`config.mk`:
```
export PLATFORM = sky130hd
export DESIGN_NAME = ps2_kb_decoder_flat
export DESIGN_NICKNAME = d
export VERILOG_FILES = /design/src/rtl/ps2_kb_decoder_pkg.sv /design/src/rtl/ps2_kb_decoder_if.sv /design/src/rtl/ps2_kb_decoder_rx_frame.sv /design/src/rtl/ps2_kb_decoder.sv /design/src/flat_wrapper.sv
export SDC_FILE = /design/constraint.sdc
export NUM_CORES = 1
export LEC_CHECK = 0
export CORE_AREA = 2 2 109 85
export CTS_BUF_LIST = sky130_fd_sc_hd__clkbuf_4 sky130_fd_sc_hd__clkbuf_8 sky130_fd_sc_hd__clkbuf_16
export CTS_CLUSTER_DIAMETER = 50
export CTS_CLUSTER_SIZE = 20
export DETAILED_ROUTE_END_ITERATION = 6
export DIE_AREA = 0 0 111 87
export PLACE_DENSITY = 0.54
export SETUP_SLACK_MARGIN = 0.15
export SLEW_MARGIN = 20
export SYNTH_ARGS = -nofsm -noshare
export SYNTH_HDL_FRONTEND = slang
export SYNTH_SLANG_ARGS = --single-unit
```
`constraint.sdc`:
```
create_clock -name clk -period 4.7 [get_ports clk]
set_clock_uncertainty 0.1 [all_clocks]
set_input_delay 0.47 -clock clk [delete_from_list [all_inputs] [get_ports clk]]
set_output_delay 0.47 -clock clk [all_outputs]
set_load 0.05 [all_outputs]
```
`src/rtl/ps2_kb_decoder_pkg.sv`:
```
// Shared constants for the Brick-Buster keyboard front end: paddle directions,
// scan codes, receive-FSM states and small decode helpers.
package ps2_kb_decoder_pkg;

  localparam logic [2:0] DIR_STOP  = 3'd0;
  localparam logic [2:0] DIR_LEFT  = 3'd1;
  localparam logic [2:0] DIR_RIGHT = 3'd2;

  localparam logic [7:0] SC_EXT   = 8'hE0;
  localparam logic [7:0] SC_BRK   = 8'hF0;
  localparam logic [7:0] SC_LEFT  = 8'h6B;
  localparam logic [7:0] SC_RIGHT = 8'h74;
  localparam logic [7:0] SC_A     = 8'h1C;
  localparam logic [7:0] SC_D     = 8'h23;
  localparam logic [7:0] SC_SPACE = 8'h29;

  typedef enum logic [1:0] {
    ST_IDLE   = 2'd0,
    ST_DATA   = 2'd1,
    ST_PARITY = 2'd2,
    ST_STOP   = 2'd3
  } rx_state_e;

  function automatic logic odd_parity_ok(input logic [7:0] data_byte, input logic parity_bit);
    return ^{data_byte, parity_bit};
  endfunction

  // Opposing keys held together cancel out and leave the paddle stationary.
  function automatic logic [2:0] dir_from_held(input logic left_held, input logic right_held);
    logic [2:0] dir;
    case ({left_held, right_held})
      2'b10:   dir = DIR_LEFT;
      2'b01:   dir = DIR_RIGHT;
      default: dir = DIR_STOP;
    endcase
    return dir;
  endfunction

endpackage

```
`src/rtl/ps2_kb_decoder_if.sv`:
```
// Keyboard-facing and game-facing signals of the decoder; master is the
// keyboard/game side, slave is the decoder itself.
interface ps2_kb_decoder_if;
  logic       KB_clk;
  logic       data;
  logic [2:0] direction;
  logic       start_game;
  logic [7:0] scan_code;
  logic       code_valid;
  logic       frame_err;

  modport master (
    output KB_clk, data,
    input  direction, start_game, scan_code, code_valid, frame_err
  );

  modport slave (
    input  KB_clk, data,
    output direction, start_game, scan_code, code_valid, frame_err
  );
endinterface

```
`src/rtl/ps2_kb_decoder_rx_frame.sv`:
```
// PS/2 frame receiver: synchronises KB_clk/data, detects falling edges and
// assembles start/8 data/odd parity/stop frames with a mid-frame timeout.
module ps2_rx_frame
  import ps2_kb_decoder_pkg::*;
#(
  parameter int unsigned TIMEOUT_CYCLES = 100000,
  parameter int unsigned SYNC_STAGES    = 2
) (
  input  logic       clk,
  input  logic       rst,
  input  logic       kb_clk_i,
  input  logic       kb_data_i,
  output logic [7:0] rx_byte_o,
  output logic       rx_valid_o,
  output logic       rx_err_o
);

  localparam int unsigned CNT_W = (TIMEOUT_CYCLES > 2) ? $clog2(TIMEOUT_CYCLES) : 1;
  localparam logic [CNT_W-1:0] CNT_LAST = CNT_W'(TIMEOUT_CYCLES - 1);

  logic [SYNC_STAGES-1:0] kbc_sync_q;
  logic [SYNC_STAGES-1:0] kbd_sync_q;
  logic                   kbc_prev_q;
  rx_state_e              state_q, state_d;
  logic [7:0]             shift_q, shift_d;
  logic [2:0]             bitcnt_q, bitcnt_d;
  logic                   par_q, par_d;
  logic [CNT_W-1:0]       cnt_q, cnt_d;
  logic [7:0]             rx_byte_q, rx_byte_d;
  logic                   valid_q, valid_d;
  logic                   err_q, err_d;
  logic                   kbc_s, kbd_s, fall_s, timeout_s;

  assign kbc_s     = kbc_sync_q[SYNC_STAGES-1];
  assign kbd_s     = kbd_sync_q[SYNC_STAGES-1];
  assign fall_s    = kbc_prev_q & ~kbc_s;
  assign timeout_s = (state_q != ST_IDLE) && !fall_s && (cnt_q == CNT_LAST);

  // Synchronisers idle high so that leaving reset never fakes a falling edge.
  always_ff @(posedge clk or negedge rst) begin
    if (!rst) begin
      kbc_sync_q <= '1;
      kbd_sync_q <= '1;
      kbc_prev_q <= 1'b1;
      state_q    <= ST_IDLE;
      shift_q    <= 8'h00;
      bitcnt_q   <= 3'd0;
      par_q      <= 1'b0;
      cnt_q      <= '0;
      rx_byte_q  <= 8'h00;
      valid_q    <= 1'b0;
      err_q      <= 1'b0;
    end else begin
      kbc_sync_q <= {kbc_sync_q[SYNC_STAGES-2:0], kb_clk_i};
      kbd_sync_q <= {kbd_sync_q[SYNC_STAGES-2:0], kb_data_i};
      kbc_prev_q <= kbc_s;
      state_q    <= state_d;
      shift_q    <= shift_d;
      bitcnt_q   <= bitcnt_d;
      par_q      <= par_d;
      cnt_q      <= cnt_d;
      rx_byte_q  <= rx_byte_d;
      valid_q    <= valid_d;
      err_q      <= err_d;
    end
  end

  always_comb begin
    state_d = state_q;
    case (state_q)
      ST_IDLE:   state_d = (fall_s && !kbd_s) ? ST_DATA : ST_IDLE;
      ST_DATA:   begin
        if (timeout_s)                        state_d = ST_IDLE;
        else if (fall_s && bitcnt_q == 3'd7)  state_d = ST_PARITY;
        else                                  state_d = ST_DATA;
      end
      ST_PARITY: state_d = timeout_s ? ST_IDLE : (fall_s ? ST_STOP : ST_PARITY);
      ST_STOP:   state_d = (timeout_s || fall_s) ? ST_IDLE : ST_STOP;
      default:   state_d = ST_IDLE;
    endcase
  end

  always_comb begin
    shift_d   = shift_q;
    bitcnt_d  = bitcnt_q;
    par_d     = par_q;
    rx_byte_d = rx_byte_q;
    valid_d   = 1'b0;
    err_d     = timeout_s;
    // Counter measures the silence since the last KB_clk edge of the frame.
    if (state_q == ST_IDLE || fall_s || timeout_s) begin
      cnt_d = '0;
    end else begin
      cnt_d = cnt_q + CNT_W'(1);
    end
    case (state_q)
      ST_IDLE: begin
        bitcnt_d = 3'd0;
        err_d    = fall_s & kbd_s;
      end
      ST_DATA: begin
        if (fall_s) begin
          shift_d  = {kbd_s, shift_q[7:1]};
          bitcnt_d = bitcnt_q + 3'd1;
        end else begin
          shift_d  = shift_q;
        end
      end
      ST_PARITY: begin
        par_d = fall_s ? kbd_s : par_q;
      end
      ST_STOP: begin
        if (fall_s && kbd_s && odd_parity_ok(shift_q, par_q)) begin
          rx_byte_d = shift_q;
          valid_d   = 1'b1;
        end else if (fall_s) begin
          err_d     = 1'b1;
        end else begin
          valid_d   = 1'b0;
        end
      end
      default: begin
        bitcnt_d = 3'd0;
      end
    endcase
  end

  assign rx_byte_o  = rx_byte_q;
  assign rx_valid_o = valid_q;
  assign rx_err_o   = err_q;

endmodule

```
`src/rtl/ps2_kb_decoder.sv`:
```
// Brick-Buster keyboard front end: turns PS/2 make/break codes into paddle
// direction and a sticky start request.
module ps2_kb_decoder
  import ps2_kb_decoder_pkg::*;
#(
  parameter int unsigned TIMEOUT_CYCLES = 100000,
  parameter int unsigned SYNC_STAGES    = 2
) (
  input  logic              clk,
  input  logic              rst,
  ps2_kb_decoder_if.slave   kb
);

  logic [7:0] rx_byte_s;
  logic       rx_valid_s, rx_err_s;
  logic       ext_q, ext_d;
  logic       brk_q, brk_d;
  logic       held_l_q, held_l_d;
  logic       held_r_q, held_r_d;
  logic       start_q, start_d;
  logic [2:0] dir_q, dir_d;

  ps2_rx_frame #(
    .TIMEOUT_CYCLES (TIMEOUT_CYCLES),
    .SYNC_STAGES    (SYNC_STAGES)
  ) u_rx (
    .clk        (clk),
    .rst        (rst),
    .kb_clk_i   (kb.KB_clk),
    .kb_data_i  (kb.data),
    .rx_byte_o  (rx_byte_s),
    .rx_valid_o (rx_valid_s),
    .rx_err_o   (rx_err_s)
  );

  // Prefix flags, key-held flags and the registered game-facing outputs.
  always_ff @(posedge clk or negedge rst) begin
    if (!rst) begin
      ext_q    <= 1'b0;
      brk_q    <= 1'b0;
      held_l_q <= 1'b0;
      held_r_q <= 1'b0;
      start_q  <= 1'b0;
      dir_q    <= DIR_STOP;
    end else begin
      ext_q    <= ext_d;
      brk_q    <= brk_d;
      held_l_q <= held_l_d;
      held_r_q <= held_r_d;
      start_q  <= start_d;
      dir_q    <= dir_d;
    end
  end

  // A framing error forgets any half-received prefix but keeps held keys.
  always_comb begin
    ext_d    = ext_q;
    brk_d    = brk_q;
    held_l_d = held_l_q;
    held_r_d = held_r_q;
    start_d  = start_q;
    if (rx_err_s) begin
      ext_d = 1'b0;
      brk_d = 1'b0;
    end else if (rx_valid_s) begin
      case (rx_byte_s)
        SC_EXT: ext_d = 1'b1;
        SC_BRK: brk_d = 1'b1;
        default: begin
          if (rx_byte_s == SC_A || (ext_q && rx_byte_s == SC_LEFT)) begin
            held_l_d = ~brk_q;
          end else begin
            held_l_d = held_l_q;
          end
          if (rx_byte_s == SC_D || (ext_q && rx_byte_s == SC_RIGHT)) begin
            held_r_d = ~brk_q;
          end else begin
            held_r_d = held_r_q;
          end
          if (rx_byte_s == SC_SPACE && !brk_q) begin
            start_d = 1'b1;
          end else begin
            start_d = start_q;
          end
          ext_d = 1'b0;
          brk_d = 1'b0;
        end
      endcase
    end else begin
      start_d = start_q;
    end
    dir_d = dir_from_held(held_l_d, held_r_d);
  end

  assign kb.direction  = dir_q;
  assign kb.start_game = start_q;
  assign kb.scan_code  = rx_byte_s;
  assign kb.code_valid = rx_valid_s;
  assign kb.frame_err  = rx_err_s;

endmodule
```
`src/flat_wrapper.sv`:
```
// flat-port wrapper written by rule: the top's interface ports become plain ports
module ps2_kb_decoder_flat import ps2_kb_decoder_pkg::*;
#(
  parameter int unsigned TIMEOUT_CYCLES = 100000,
  parameter int unsigned SYNC_STAGES    = 2
)
  (clk, rst, kb_KB_clk, kb_data, kb_direction, kb_start_game, kb_scan_code, kb_code_valid, kb_frame_err);
  ps2_kb_decoder_if kb_i ();
  input  logic clk;
  input  logic rst;
  input wire logic [$bits(kb_i.KB_clk)-1:0] kb_KB_clk;
  input wire logic [$bits(kb_i.data)-1:0] kb_data;
  output wire logic [$bits(kb_i.direction)-1:0] kb_direction;
  output wire logic [$bits(kb_i.start_game)-1:0] kb_start_game;
  output wire logic [$bits(kb_i.scan_code)-1:0] kb_scan_code;
  output wire logic [$bits(kb_i.code_valid)-1:0] kb_code_valid;
  output wire logic [$bits(kb_i.frame_err)-1:0] kb_frame_err;
  assign kb_i.KB_clk = kb_KB_clk;
  assign kb_i.data = kb_data;
  assign kb_direction = kb_i.direction;
  assign kb_start_game = kb_i.start_game;
  assign kb_scan_code = kb_i.scan_code;
  assign kb_code_valid = kb_i.code_valid;
  assign kb_frame_err = kb_i.frame_err;
  ps2_kb_decoder #(.TIMEOUT_CYCLES(TIMEOUT_CYCLES), .SYNC_STAGES(SYNC_STAGES)) u_core (.clk(clk), .rst(rst), .kb(kb_i));
endmodule
```
==> flow_summary.yaml <==
synth:
  ys_seq_area_share_pct: 51.1
  synth_ff_type: "dfrtp_1"
  ys_seq_elements: 53
  synth.most_common_cell: "dfrtp_1"
  postSynthAreaPerCell_um2: 11.0
  synth_nets: 249
  synth_area_um2: 2610
  synthCells: 238
  synth.top_cell.area_share_pct: 46.1
  synth_area_leaders: "dfrtp_1 46%, mux2_2 7.3%, dfstp_2 5.0%, xor2_1 3.7%, nor2_1 3.5%"
  synth-edff-count: 0
  yosysUniqueCellTypes: 45
  synth_common_cells: "48 x dfrtp_1, 24 x nor2_1, 20 x nand2_1, 17 x mux2_2, 12 x nand3_1"
  ys_warn_count: 0
  synthArstFlopShare_pct: 100
  yosys.area.top_type: "dfrtp_1"
die:
  core_area_um2: 8670
  initial_utilization_pct: 30.1
  die_area_um2: 9660
  rows: 30
  ios: 18
  die_width_um: 111
  die_y_um: 87
clock_tree:
  clk_latency_ns: 0.29
  post_cts_resized: 0
  tritoncts: "done"
  cts_hold_buf: 0
  htree_levels: 2
  postCtsSetupBuffers: 0
  ctsLongestPathBuffers: 2
  cts_sinks: 53
  path_clk_slew_ns: 0.07
  cts_buffers: 5
  clockRootBuffer: "clkbuf_16"
power:
  peakVddDrop_mv: 0.155
  powerDensity_nw_per_um2: 344
  power.total_uw: 1050
  p_leak_uw: 0.00131
placement:
  placed_cell_area_um2: 2860
  dpl.cell_count: 359
  gp_congestion: 0.811
  dp.final_hpwl_um: 3220
  portBuffers: 16
sta:
  fin_crit_ns: 2.31
  max_freq_mhz: 432
  rsz0062_at_grt: "false"
  drv_slew: 0
  tightest_slew_ns: 0.811
  setup_viol: 0
  finalHoldViolCount: 0
  fin_crit_sh_pct: 49.2
  tns_ns: 0
  relSlewSlack_pct: 45.8
layout:
  layout.nets: 265
  final_cells: 367
  antennaDiodeCount: 0
  area_growth_pct: 17.1
  fin_area_um2: 3050
  drive_above_1_share_pct: 14.5
global_routing:
  grt_antenna_before_repair: 0
  grt_max_degree: 54
  grt-ovfl-total: 0
  track_usage_pct: 10.5
  first_global_vias: 1641
  grt_pass1_wl_um: 8150
worst_hold_path:
  hp-class: "in2async"
routing:
  drt-initial-drc-count: 107
  vias: 1732
  drcViolationCount: 0
  ant_nets: 0
  dr.pass1.iters: 4
  viasPerCell: 4.72
  wirelength_um: 4710
  wl_per_cell_um: 12.8
worst_setup_path:
  cp_max_fo: 16
  path_class: "reg2reg"
  end_kind: "flip-flop"
  required_ns: 4.75
  critPathLaunchType: "flip-flop"
  critical_path_arrival_ns: 2.36
job:
  cap_violations: 0
status:
  status: "finished clean"
[routing by layer]
layer | GRT usage, % | vias up | wire (um)
met5 | 0 | - | 0
met4 | 3.41 | 0 | 61
met3 | 2.85 | 7 | 201
met2 | 15.7 | 36 | 1940
met1 | 15.0 | 830 | 2500
li1 | - | 859 | -
[sequential cells by signal (all words and copies together), names as in the netlist]
register	cells
u_core.brk_q	1
u_core.ext_q	1
u_core.held_l_q	1
u_core.held_r_q	1
u_core.kb.direction	2
u_core.kb.start_game	1
u_core.u_rx.bitcnt_q	3
u_core.u_rx.cnt_q	17
u_core.u_rx.kbc_prev_q	1
u_core.u_rx.kbc_sync_q	2
u_core.u_rx.kbd_sync_q	2
u_core.u_rx.par_q	1
u_core.u_rx.rx_byte_o	8
u_core.u_rx.rx_err_o	1
u_core.u_rx.rx_valid_o	1
u_core.u_rx.shift_q	8
u_core.u_rx.state_q	2
[worst max-delay path: stages, from the launching register on]
cell and delay, ns:
dfrtp_1 0.40, ha_1 0.24, and4_1 0.23, nand3_1 0.09, nor4_2 0.43, nand2b_1 0.55, nor2_1 0.13
[cells in the final DEF (no fill, tap or decap), types with 2 or more instances in the layout]
cell type and n:
o21ai_0 4, nor2_1 24, xor2_1 11, nand4bb_1 2, dfstp_2 5, and4_1 3, mux2_2 17, inv_1 10
nand2b_1 7, a21o_1 2, xnor2_1 10, nand4_1 4, clkdlybuf4s50_1 15, o22ai_1 2, and3_1 3, nand2_1 20
o211ai_1 2, o31ai_1 2, a21oi_1 7, nor3_1 4, nor4_1 2, bufinv_16 2, a211o_1 2, nand3_1 12
nand3b_1 2, a22o_1 2, clkbuf_16 5, dfrtp_1 48, nor2b_1 2, ha_1 7
[kinds of logic after synthesis]
kind of cell	share of synthesized area, %
AND/OR/NAND/NOR	18.4
buffers and inverters	3.22
multiplexers	7.35
other	0.144
flip-flops	51.1
adder cells (fa/ha/maj)	3.36
XOR/XNOR	8.55
AO/OA/AOI/OAI	7.87
[metrics by stage]
stage | util, % | setup WS (ns) | hold WS (ns)
after global placement | 33.0 | 2.47 | 0.246
after floorplan | - | 2.57 | 0.0744
final | 35.2 | 2.39 | 0.186
after CTS | 35.2 | 2.34 | 0.224
after detailed placement | 33.0 | 2.38 | 0.247
after global routing | 35.2 | 2.16 | 0.263
[power by group]
| part | internal [uW] | total (uW) | switching (uW) |
|---|---|---|---|
| sequential | 471 | 485 | 14.3 |
| combinational | 46.5 | 95.1 | 48.6 |
| clock | 304 | 468 | 164 |
| total | 822 | 1050 | 227 |
[path summary, 6_finish.rpt]
path / startpoint / end / slack [ns] / cells past startpoint
setup / recovery: u_core.u_rx.cnt_q[0] / u_core.u_rx.cnt_q[5] / 2.39 / 6
hold / removal: rst / u_core.kb.direction[0] / 0.19 / 2
min in group clk: u_core.u_rx.kbc_sync_q[0] / u_core.u_rx.kbc_sync_q[1] / 0.26 / 0
max in group asynchronous: rst / u_core.u_rx.cnt_q[5] / 3.86 / 2
setup reg to reg: u_core.u_rx.cnt_q[0] / u_core.u_rx.cnt_q[5] / 2.39 / 6
hold reg to reg: u_core.u_rx.kbc_sync_q[0] / u_core.u_rx.kbc_sync_q[1] / 0.26 / 0
[final cells by class]
cell class	count	area [um^2]
fillers	869	5620
flip-flops and latches	53	1330
multi-input cells	167	1190
repair buffers	17	163
well taps	112	140
clock buffers	5	125
clock inverters	3	65.1
inverters	10	37.5
(Power assumes the default switching activity.)
